<file path="config.mk">
export PLATFORM = sky130hd
export DESIGN_NAME = dual_port_ram_bytewise
export DESIGN_NICKNAME = d
export VERILOG_FILES = /design/src/rtl/dpram_pkg.sv /design/src/rtl/dpram_read_pipe.sv /design/src/rtl/dual_port_ram_bytewise.sv
export SDC_FILE = /design/constraint.sdc
export NUM_CORES = 2
export LEC_CHECK = 0
export CORE_ASPECT_RATIO = 0.9
export CORE_UTILIZATION = 50
export DETAILED_ROUTE_END_ITERATION = 10
export HOLD_SLACK_MARGIN = 0.03
export PLACE_DENSITY = 0.64
export SYNTH_ARGS = -nofsm -noshare
export SYNTH_HDL_FRONTEND = slang
export SYNTH_SLANG_ARGS = --single-unit
</file>
<file path="constraint.sdc">
create_clock -name clk -period 3.57 [get_ports clk]
set_clock_uncertainty 0.05 [all_clocks]
set_input_delay 0.357 -clock clk [delete_from_list [all_inputs] [get_ports clk]]
set_output_delay 0.357 -clock clk [all_outputs]
set_load 0.02 [all_outputs]
</file>
<file path="src/rtl/dpram_pkg.sv">
// -----------------------------------------------------------------------------
// dpram_pkg
// Shared types and helpers for the byte-writable dual-port RAM.
//   - dpram_state_e : controller states (reset hold, clear sweep, normal run)
//   - RDW_OLD/RDW_NEW : same-port read-during-write selection
//   - byte_merge    : replaces the masked bytes of a word with new data
// -----------------------------------------------------------------------------
package dpram_pkg;

   typedef enum logic [1:0] {
      ST_RESET = 2'd0,
      ST_CLEAR = 2'd1,
      ST_RUN   = 2'd2
   } dpram_state_e;

   localparam int RDW_OLD = 0;
   localparam int RDW_NEW = 1;

   // Widest word the merge helper handles; callers size-cast in and out.
   localparam int MAX_WIDTH = 1024;

   // Bit i takes new_word when the byte lane containing bit i is enabled.
   function automatic logic [MAX_WIDTH-1:0] byte_merge(
      input logic [MAX_WIDTH-1:0] old_word,
      input logic [MAX_WIDTH-1:0] new_word,
      input logic [MAX_WIDTH-1:0] byte_mask,
      input int                   byte_width
   );
      logic [MAX_WIDTH-1:0] merged;
      merged = old_word;
      for (int i = 0; i < MAX_WIDTH; i++) begin
         if (byte_mask[i / byte_width]) begin
            merged[i] = new_word[i];
         end else begin
            merged[i] = old_word[i];
         end
      end
      return merged;
   endfunction

endpackage

</file>
<file path="src/rtl/dpram_read_pipe.sv">
// -----------------------------------------------------------------------------
// dpram_read_pipe
// Per-port read output stage: same-port read-during-write merge, one or two
// output register stages, and a valid flag pipelined alongside the data.
// Ports:
//   clk, rst      : clock, synchronous active-high reset
//   i_read_en     : accepted read request (already gated by the controller)
//   i_mem_word    : current array word at this port's address (pre-write)
//   i_wr_data     : this port's write data
//   i_wr_mask     : this port's accepted byte write mask
//   o_data        : read data, holds last value when no result is produced
//   o_valid       : read data valid
// -----------------------------------------------------------------------------
module dpram_read_pipe #(
   parameter int DATA_WIDTH   = 16,
   parameter int BYTE_WIDTH   = 8,
   parameter int READ_LATENCY = 1,
   parameter int RDW_MODE     = 0,
   localparam int NUM_BYTES   = DATA_WIDTH / BYTE_WIDTH
) (
   input  logic                  clk,
   input  logic                  rst,
   input  logic                  i_read_en,
   input  logic [DATA_WIDTH-1:0] i_mem_word,
   input  logic [DATA_WIDTH-1:0] i_wr_data,
   input  logic [NUM_BYTES-1:0]  i_wr_mask,
   output logic [DATA_WIDTH-1:0] o_data,
   output logic                  o_valid
);
   import dpram_pkg::*;

   logic [NUM_BYTES-1:0]  w_rdw_mask;
   logic [DATA_WIDTH-1:0] w_rd_word;
   logic [DATA_WIDTH-1:0] r_s1_data;
   logic                  r_s1_valid;

   // Select old or byte-merged new word for a same-port read-during-write.
   always_comb begin
      w_rdw_mask = {NUM_BYTES{1'b0}};
      if (RDW_MODE == RDW_NEW) begin
         w_rdw_mask = i_wr_mask;
      end else begin
         w_rdw_mask = {NUM_BYTES{1'b0}};
      end
      w_rd_word = DATA_WIDTH'(byte_merge(MAX_WIDTH'(i_mem_word),
                                         MAX_WIDTH'(i_wr_data),
                                         MAX_WIDTH'(w_rdw_mask),
                                         BYTE_WIDTH));
   end

   // First output stage: captures read word, data held when no read.
   always_ff @(posedge clk) begin
      if (rst) begin
         r_s1_valid <= 1'b0;
         r_s1_data  <= {DATA_WIDTH{1'b0}};
      end else begin
         r_s1_valid <= i_read_en;
         if (i_read_en) begin
            r_s1_data <= w_rd_word;
         end
      end
   end

   if (READ_LATENCY == 2) begin : g_lat2
      logic [DATA_WIDTH-1:0] r_s2_data;
      logic                  r_s2_valid;

      // Second output stage: data only advances together with its valid.
      always_ff @(posedge clk) begin
         if (rst) begin
            r_s2_valid <= 1'b0;
            r_s2_data  <= {DATA_WIDTH{1'b0}};
         end else begin
            r_s2_valid <= r_s1_valid;
            if (r_s1_valid) begin
               r_s2_data <= r_s1_data;
            end
         end
      end

      assign o_data  = r_s2_data;
      assign o_valid = r_s2_valid;
   end else begin : g_lat1
      assign o_data  = r_s1_data;
      assign o_valid = r_s1_valid;
   end

endmodule

</file>
<file path="src/rtl/dual_port_ram_bytewise.sv">
// -----------------------------------------------------------------------------
// dual_port_ram_bytewise
// True dual-port RAM, single clock, per-byte write enables, read latency 1/2,
// defined read-during-write and write-write collision behaviour, optional
// post-reset clear sweep filling the array with INIT_VALUE.
// Ports:
//   clk, rst            : clock, synchronous active-high reset
//   busy                : high during reset/clear; accesses are dropped
//   collision           : pulse, both ports wrote a common byte of one address
//   port_x_addr         : address (x = a, b)
//   port_x_data_in      : write data
//   port_x_write_en     : byte write mask
//   port_x_read_en      : read request
//   port_x_data_out     : read data
//   port_x_data_valid   : read data valid
// -----------------------------------------------------------------------------
module dual_port_ram_bytewise #(
   parameter int DATA_WIDTH     = 16,
   parameter int BYTE_WIDTH     = 8,
   parameter int ADDR_WIDTH     = 6,
   parameter int READ_LATENCY   = 1,
   parameter int RDW_MODE       = 0,
   parameter int CLEAR_ON_RESET = 1,
   parameter logic [DATA_WIDTH-1:0] INIT_VALUE = {DATA_WIDTH{1'b0}},
   localparam int NUM_BYTES     = DATA_WIDTH / BYTE_WIDTH
) (
   input  logic                  clk,
   input  logic                  rst,
   output logic                  busy,
   output logic                  collision,
   input  logic [ADDR_WIDTH-1:0] port_a_addr,
   input  logic [DATA_WIDTH-1:0] port_a_data_in,
   input  logic [NUM_BYTES-1:0]  port_a_write_en,
   input  logic                  port_a_read_en,
   output logic [DATA_WIDTH-1:0] port_a_data_out,
   output logic                  port_a_data_valid,
   input  logic [ADDR_WIDTH-1:0] port_b_addr,
   input  logic [DATA_WIDTH-1:0] port_b_data_in,
   input  logic [NUM_BYTES-1:0]  port_b_write_en,
   input  logic                  port_b_read_en,
   output logic [DATA_WIDTH-1:0] port_b_data_out,
   output logic                  port_b_data_valid
);
   import dpram_pkg::*;

   localparam int DEPTH = 2 ** ADDR_WIDTH;
   localparam logic [ADDR_WIDTH-1:0] LAST_ADDR = ADDR_WIDTH'(DEPTH - 1);

   if ((DATA_WIDTH % BYTE_WIDTH) != 0) begin : g_bad_byte_width
      $error("DATA_WIDTH must be a multiple of BYTE_WIDTH");
   end
   if ((READ_LATENCY != 1) && (READ_LATENCY != 2)) begin : g_bad_latency
      $error("READ_LATENCY must be 1 or 2");
   end

   logic [DATA_WIDTH-1:0] r_mem [DEPTH];
   dpram_state_e          r_state;
   logic [ADDR_WIDTH-1:0] r_clr_addr;
   logic                  r_busy;
   logic                  r_collision;

   logic                  w_accept;
   logic                  w_clear_we;
   logic [NUM_BYTES-1:0]  w_a_mask;
   logic [NUM_BYTES-1:0]  w_b_mask;
   logic                  w_a_rd;
   logic                  w_b_rd;
   logic [DATA_WIDTH-1:0] w_a_mem_word;
   logic [DATA_WIDTH-1:0] w_b_mem_word;

   // Gate all port activity: only RUN accepts, and never on a reset edge.
   always_comb begin
      w_accept   = (r_state == ST_RUN) && !rst;
      w_clear_we = (r_state == ST_CLEAR) && !rst;
      if (w_accept) begin
         w_a_mask = port_a_write_en;
         w_b_mask = port_b_write_en;
         w_a_rd   = port_a_read_en;
         w_b_rd   = port_b_read_en;
      end else begin
         w_a_mask = {NUM_BYTES{1'b0}};
         w_b_mask = {NUM_BYTES{1'b0}};
         w_a_rd   = 1'b0;
         w_b_rd   = 1'b0;
      end
      w_a_mem_word = r_mem[port_a_addr];
      w_b_mem_word = r_mem[port_b_addr];
   end

   // Controller: reset hold, one-word-per-cycle clear sweep, then run.
   always_ff @(posedge clk) begin
      if (rst) begin
         r_state    <= ST_RESET;
         r_clr_addr <= {ADDR_WIDTH{1'b0}};
         r_busy     <= 1'b1;
      end else begin
         case (r_state)
            ST_RESET: begin
               r_clr_addr <= {ADDR_WIDTH{1'b0}};
               if (CLEAR_ON_RESET != 0) begin
                  r_state <= ST_CLEAR;
                  r_busy  <= 1'b1;
               end else begin
                  r_state <= ST_RUN;
                  r_busy  <= 1'b0;
               end
            end
            ST_CLEAR: begin
               if (r_clr_addr == LAST_ADDR) begin
                  r_state <= ST_RUN;
                  r_busy  <= 1'b0;
               end else begin
                  r_clr_addr <= r_clr_addr + ADDR_WIDTH'(1);
                  r_busy     <= 1'b1;
               end
            end
            ST_RUN: begin
               r_busy <= 1'b0;
            end
            default: begin
               r_state    <= ST_RESET;
               r_clr_addr <= {ADDR_WIDTH{1'b0}};
               r_busy     <= 1'b1;
            end
         endcase
      end
   end

   // Collision flag: same address and at least one byte enabled on both ports.
   always_ff @(posedge clk) begin
      if (rst) begin
         r_collision <= 1'b0;
      end else begin
         r_collision <= (port_a_addr == port_b_addr) && (|(w_a_mask & w_b_mask));
      end
   end

   // Array writes. Port A is issued after port B so A wins overlapping bytes;
   // bytes enabled only on B keep B's data.
   always_ff @(posedge clk) begin
      if (w_clear_we) begin
         r_mem[r_clr_addr] <= INIT_VALUE;
      end else begin
         for (int i = 0; i < NUM_BYTES; i++) begin
            if (w_b_mask[i]) begin
               r_mem[port_b_addr][i*BYTE_WIDTH +: BYTE_WIDTH] <=
                  port_b_data_in[i*BYTE_WIDTH +: BYTE_WIDTH];
            end
         end
         for (int i = 0; i < NUM_BYTES; i++) begin
            if (w_a_mask[i]) begin
               r_mem[port_a_addr][i*BYTE_WIDTH +: BYTE_WIDTH] <=
                  port_a_data_in[i*BYTE_WIDTH +: BYTE_WIDTH];
            end
         end
      end
   end

   // Each port merges only its own write; the other port's write is never
   // visible in the same cycle, giving old-data cross-port reads.
   dpram_read_pipe #(
      .DATA_WIDTH   (DATA_WIDTH),
      .BYTE_WIDTH   (BYTE_WIDTH),
      .READ_LATENCY (READ_LATENCY),
      .RDW_MODE     (RDW_MODE)
   ) u_read_pipe_a (
      .clk        (clk),
      .rst        (rst),
      .i_read_en  (w_a_rd),
      .i_mem_word (w_a_mem_word),
      .i_wr_data  (port_a_data_in),
      .i_wr_mask  (w_a_mask),
      .o_data     (port_a_data_out),
      .o_valid    (port_a_data_valid)
   );

   dpram_read_pipe #(
      .DATA_WIDTH   (DATA_WIDTH),
      .BYTE_WIDTH   (BYTE_WIDTH),
      .READ_LATENCY (READ_LATENCY),
      .RDW_MODE     (RDW_MODE)
   ) u_read_pipe_b (
      .clk        (clk),
      .rst        (rst),
      .i_read_en  (w_b_rd),
      .i_mem_word (w_b_mem_word),
      .i_wr_data  (port_b_data_in),
      .i_wr_mask  (w_b_mask),
      .o_data     (port_b_data_out),
      .o_valid    (port_b_data_valid)
   );

   assign busy      = r_busy;
   assign collision = r_collision;

endmodule

</file>
==> results_dict.tcl <==
set metrics [dict create \
    run_status "finished clean" \
    rr_startpoint "r_state[1]$_SDFFE_PP0P_" \
    ant_nets 0 \
    cp_slowest_cell "sky130_fd_sc_hd__a31oi_4" \
    route.detailed.vias_per_inst 7.29 \
    p_switching_mw 6.67 \
    drv.max_cap_violation_count 0 \
    nets 5558 \
    clkSinkCount 1068 \
    critical_path.most_common_cell "sky130_fd_sc_hd__buf_4" \
    detail_route.first_pass.iterations 9 \
    period_minus_slack_ns 3.35 \
    dieHeight_microns 334 \
    maximum_number_of_pins_on_one_net_before_global_route_repair 68 \
    setup-tns-final_ns 0 \
    yosysTopAreaCellShare_pct 50.3 \
    post-route-cell-area_sq_um 69900 \
    clk_pin_slew_ns 0.06 \
    worst-r2r-cell-count 8 \
    tritoncts "done" \
    hold_path.class "in2reg" \
    synthCells 5407 \
    crit_path_max_fanout 24 \
    netlist_top_cells_area "sky130_fd_sc_hd__edfxtp_1, sky130_fd_sc_hd__mux4_2, sky130_fd_sc_hd__o21ai_0" \
    cellPowerDensity_nw_per_um2 399 \
    gpl.final_weighted_congestion 1.07 \
    seqPwrFrac_pct 48.5 \
    synth_sequential_area_ratio_pct 51.8 \
    async_reset_ff_share_pct 0 \
    fp-row-count 121 \
    synth-seq-cells 1068 \
    yosysMostFrequentCell "sky130_fd_sc_hd__nand2_1" \
    sw_frac_of_total_pct 23.9 \
    post_synth_num_cell_types 77 \
    largest_family_of_logic_cells_by_synthesized_area "multiplexers" \
    overflow 0 \
    fin_hold_ws_ns 0.117 \
    drt_wl_total_microns 260000 \
    synth_enable_flop_cells 1024 \
    tightestPinTransition_ns 1.22 \
    clock_insertion_delay_worst_skew_ns 0.75 \
    filler_cell_count 9859 \
    cp_num_buf_inv 3 \
    crit-reg2reg-capture "r_mem[59][6]$_DFFE_PP_" \
    grtUsageTotal_pct 41.5 \
    grt_first_pass_wirelength_microns 361000 \
    total_power_mw 27.9 \
    fmax_ghz 0.299 \
    worstSetupEndpoint "r_mem[59][6]$_DFFE_PP_" \
    crit_required_ns 4.04 \
    share_of_post_route_cells_with_drive_strength_above_1_pct 22.6 \
    rsz0062_at_grt "false" \
    final-setup-viol-count 0 \
    start_util_pct 50.4 \
    place.detailed.hpwl_microns 174000 \
    synthesis.area_sq_um 61100 \
    io_buffer_count 87 \
    core_area_sq_um 121000 \
    synth_simple_gate_area_share_pct 9.54 \
    timing.reg2reg.setup_slack_ns 0.22 \
    dieWidth_microns 370 \
    timing.critical_path.cells "nor3b_2 -> o21a_2 -> buf_12 -> nor3_1 -> a31oi_4 -> buf_4 -> o22ai_1 -> buf_4" \
    cts_inserted_buffers 113 \
    detailed_place.area_sq_um 66000 \
    comb_power_share_pct 7.1 \
    synth_area_per_cell_sq_um 11.3 \
    maxSlewHeadroom_pct 18.6 \
    synth.net_count 5460 \
    fp.dieArea_sq_um 124000 \
    finalHoldViolCount 0 \
    static-leakage-power_nw 25.0 \
    cpPeakStageDelay_ns 0.81 \
    critical_path_depth 8 \
    power.ir.vdd_worst_uv 404 \
    layout_worst_path_cycle_share_pct 93.8 \
    synth.mux.area_fraction_pct 18.1 \
    path_class "reg2reg" \
    netlist_top_cells_count "sky130_fd_sc_hd__nand2_1, sky130_fd_sc_hd__o21ai_0, sky130_fd_sc_hd__edfxtp_1" \
    yosys_most_used_dff "sky130_fd_sc_hd__edfxtp_1" \
    post_synth_xor_area_fraction_pct 0.115 \
    endpoint_type_of_the_worst_setup_path "register" \
    clock_power_share_pct 44.4 \
    worstPathArrival_ns 3.82 \
    post-route-drc-count 0 \
    ctsLongestPathBuffers 3 \
    yosys_warnings 0 \
    slew_viol_final 0 \
    post-cts-setup-buffer-count 0 \
    grt_pass1_vias 46800 \
    num_vias 52600 \
    crit_path_start_kind "register" \
    synth-adder-area-share_pct 0.0205 \
    dominant_cell_type_by_area_after_synthesis "sky130_fd_sc_hd__edfxtp_1" \
    syn_to_final_growth_pct 14.4 \
    top_cell_family_by_delay_on_the_critical_path "compound AO/OA/AOI/OAI gates" \
    design.portCount 88 \
    clock_tree.htree_level_count 3 \
    antenna_found_initial 18 \
    clockRootBuffer "sky130_fd_sc_hd__clkbuf_16" \
    internal_power_mw 21.2 \
    synth_compound_area_share_pct 15.9 \
    wl_per_cell_microns 36.1 \
    dr.first_iter.drc_count 11400 \
    setup.worst_path.start "r_state[1]$_SDFFE_PP0P_" \
]
worst reg2reg max path: cells and delay by family (launching register included):
kind / cells / cell delay (ns)
flip-flops: 1 / 0.43
AND/OR/NAND/NOR: 2 / 0.43
AO/OA/AOI/OAI: 3 / 1.28
buffers and inverters: 3 / 0.92
per-layer routing:
metal / global-route usage, % / share of wire [%] / vias up
met5: 0.549 / 0.065 / -
met4: 18.9 / 5.6 / 28
met3: 19.8 / 20 / 982
met2: 56.3 / 41 / 5498
met1: 55.9 / 34 / 25200
li1: - / - / 20900
final cells by class:
| cell class | instances | area (sq um) | share of cell area, % |
|---|---|---|---|
| Timing Repair Buffer | 604 | 5420 | 7.75 |
| Inverter | 8 | 30.0 | 0.0430 |
| Clock inverter | 66 | 687 | 0.983 |
| Sequential cell | 1068 | 31600 | 45.3 |
| Tap cell | 1599 | 2000 | 2.86 |
| Clock buffer | 143 | 3100 | 4.44 |
| Antenna cell | 13 | 32.5 | 0.0466 |
| Multi-Input combinational cell | 3710 | 27000 | 38.6 |
cell usage in the layout, fill, tap and decap left out, types with 14 or more instances in the layout:
| master | count |
|---|---|
| sky130_fd_sc_hd__dfxtp_1 | 44 |
| sky130_fd_sc_hd__nand2_1 | 1093 |
| sky130_fd_sc_hd__buf_4 | 461 |
| sky130_fd_sc_hd__o21ai_1 | 27 |
| sky130_fd_sc_hd__buf_12 | 57 |
| sky130_fd_sc_hd__clkdlybuf4s50_1 | 64 |
| sky130_fd_sc_hd__buf_2 | 14 |
| sky130_fd_sc_hd__mux4_2 | 401 |
| sky130_fd_sc_hd__o22ai_1 | 168 |
| sky130_fd_sc_hd__nor2b_1 | 18 |
| sky130_fd_sc_hd__nor2_1 | 184 |
| sky130_fd_sc_hd__bufinv_16 | 14 |
| sky130_fd_sc_hd__o21ai_0 | 1058 |
| sky130_fd_sc_hd__a221oi_1 | 133 |
| sky130_fd_sc_hd__clkinv_2 | 22 |
| sky130_fd_sc_hd__clkbuf_16 | 116 |
| sky130_fd_sc_hd__mux2_2 | 73 |
| sky130_fd_sc_hd__nand2_2 | 17 |
| sky130_fd_sc_hd__clkinv_1 | 24 |
| sky130_fd_sc_hd__a21oi_1 | 63 |
| sky130_fd_sc_hd__nand3_1 | 25 |
| sky130_fd_sc_hd__a22o_1 | 17 |
| sky130_fd_sc_hd__edfxtp_1 | 1024 |
| sky130_fd_sc_hd__nor2_2 | 20 |
| sky130_fd_sc_hd__clkbuf_1 | 17 |
| sky130_fd_sc_hd__mux2i_1 | 119 |
| sky130_fd_sc_hd__a22oi_1 | 77 |
registers in the layout, indices dropped and copies added (netlist names):
| name | cells |
|---|---|
| busy | 1 |
| u_read_pipe_a.o_valid | 1 |
| r_state | 2 |
| u_read_pipe_b.o_valid | 1 |
| r_clr_addr | 6 |
| collision | 1 |
| u_read_pipe_a.o_data | 16 |
| u_read_pipe_b.o_data | 16 |
| r_mem | 1024 |
per-stage QoR:
step           std cells  utilization (%)  setup WS, ns
6_report            7211             57.7         0.222
5_1_grt             7200             57.7         0.270
4_1_cts             7198             57.7         0.453
3_5_place_dp        6987             54.5        0.0267
3_3_place_gp        6987             54.5        0.0517
2_1_floorplan       5407                -         0.917
power groups by stage:
stage	registers (mW)	logic [mW]	clock network (mW)
6_report	13.5	1.98	12.4
5_1_grt	13.5	1.96	12.8
4_1_cts	13.5	1.87	12.3
3_5_place_dp	13.8	1.86	0
3_3_place_gp	13.8	1.86	0
2_1_floorplan	13.8	1.03	0
worst min path at each step:
stage,end,depth (start not counted),startpoint
detailed placement,r_state[0]$_SDFFE_PP0P_,1,r_state[1]$_SDFFE_PP0P_
CTS,r_mem[41][8]$_DFFE_PP_,3,port_a_data_in[8]
global placement,r_state[0]$_SDFFE_PP0P_,1,r_state[1]$_SDFFE_PP0P_
finish,r_mem[39][11]$_DFFE_PP_,3,port_a_data_in[11]
global route,r_mem[41][8]$_DFFE_PP_,3,port_a_data_in[8]
floorplan,r_state[0]$_SDFFE_PP0P_,1,r_state[1]$_SDFFE_PP0P_
timing repair:
action                                 in CTS  in global routing
endpoints found under the hold margin      15                  0
resized for setup                           0                  0
hold buffers                                2                  0
cell families (layout without fill, tap and decap cells):
group | after synthesis | count (layout)
xor gates and xnor gates | 8 | 8
DFF | 1068 | 1068
buffers and inverters | 629 | 821
muxes | 595 | 595
other | 0 | 13
AOI/OAI and AO/OA | 1663 | 1663
adders and majority gates | 1 | 1
and+or+nand+nor | 1443 | 1443
Note: power is estimated with default switching activity, not from simulation.
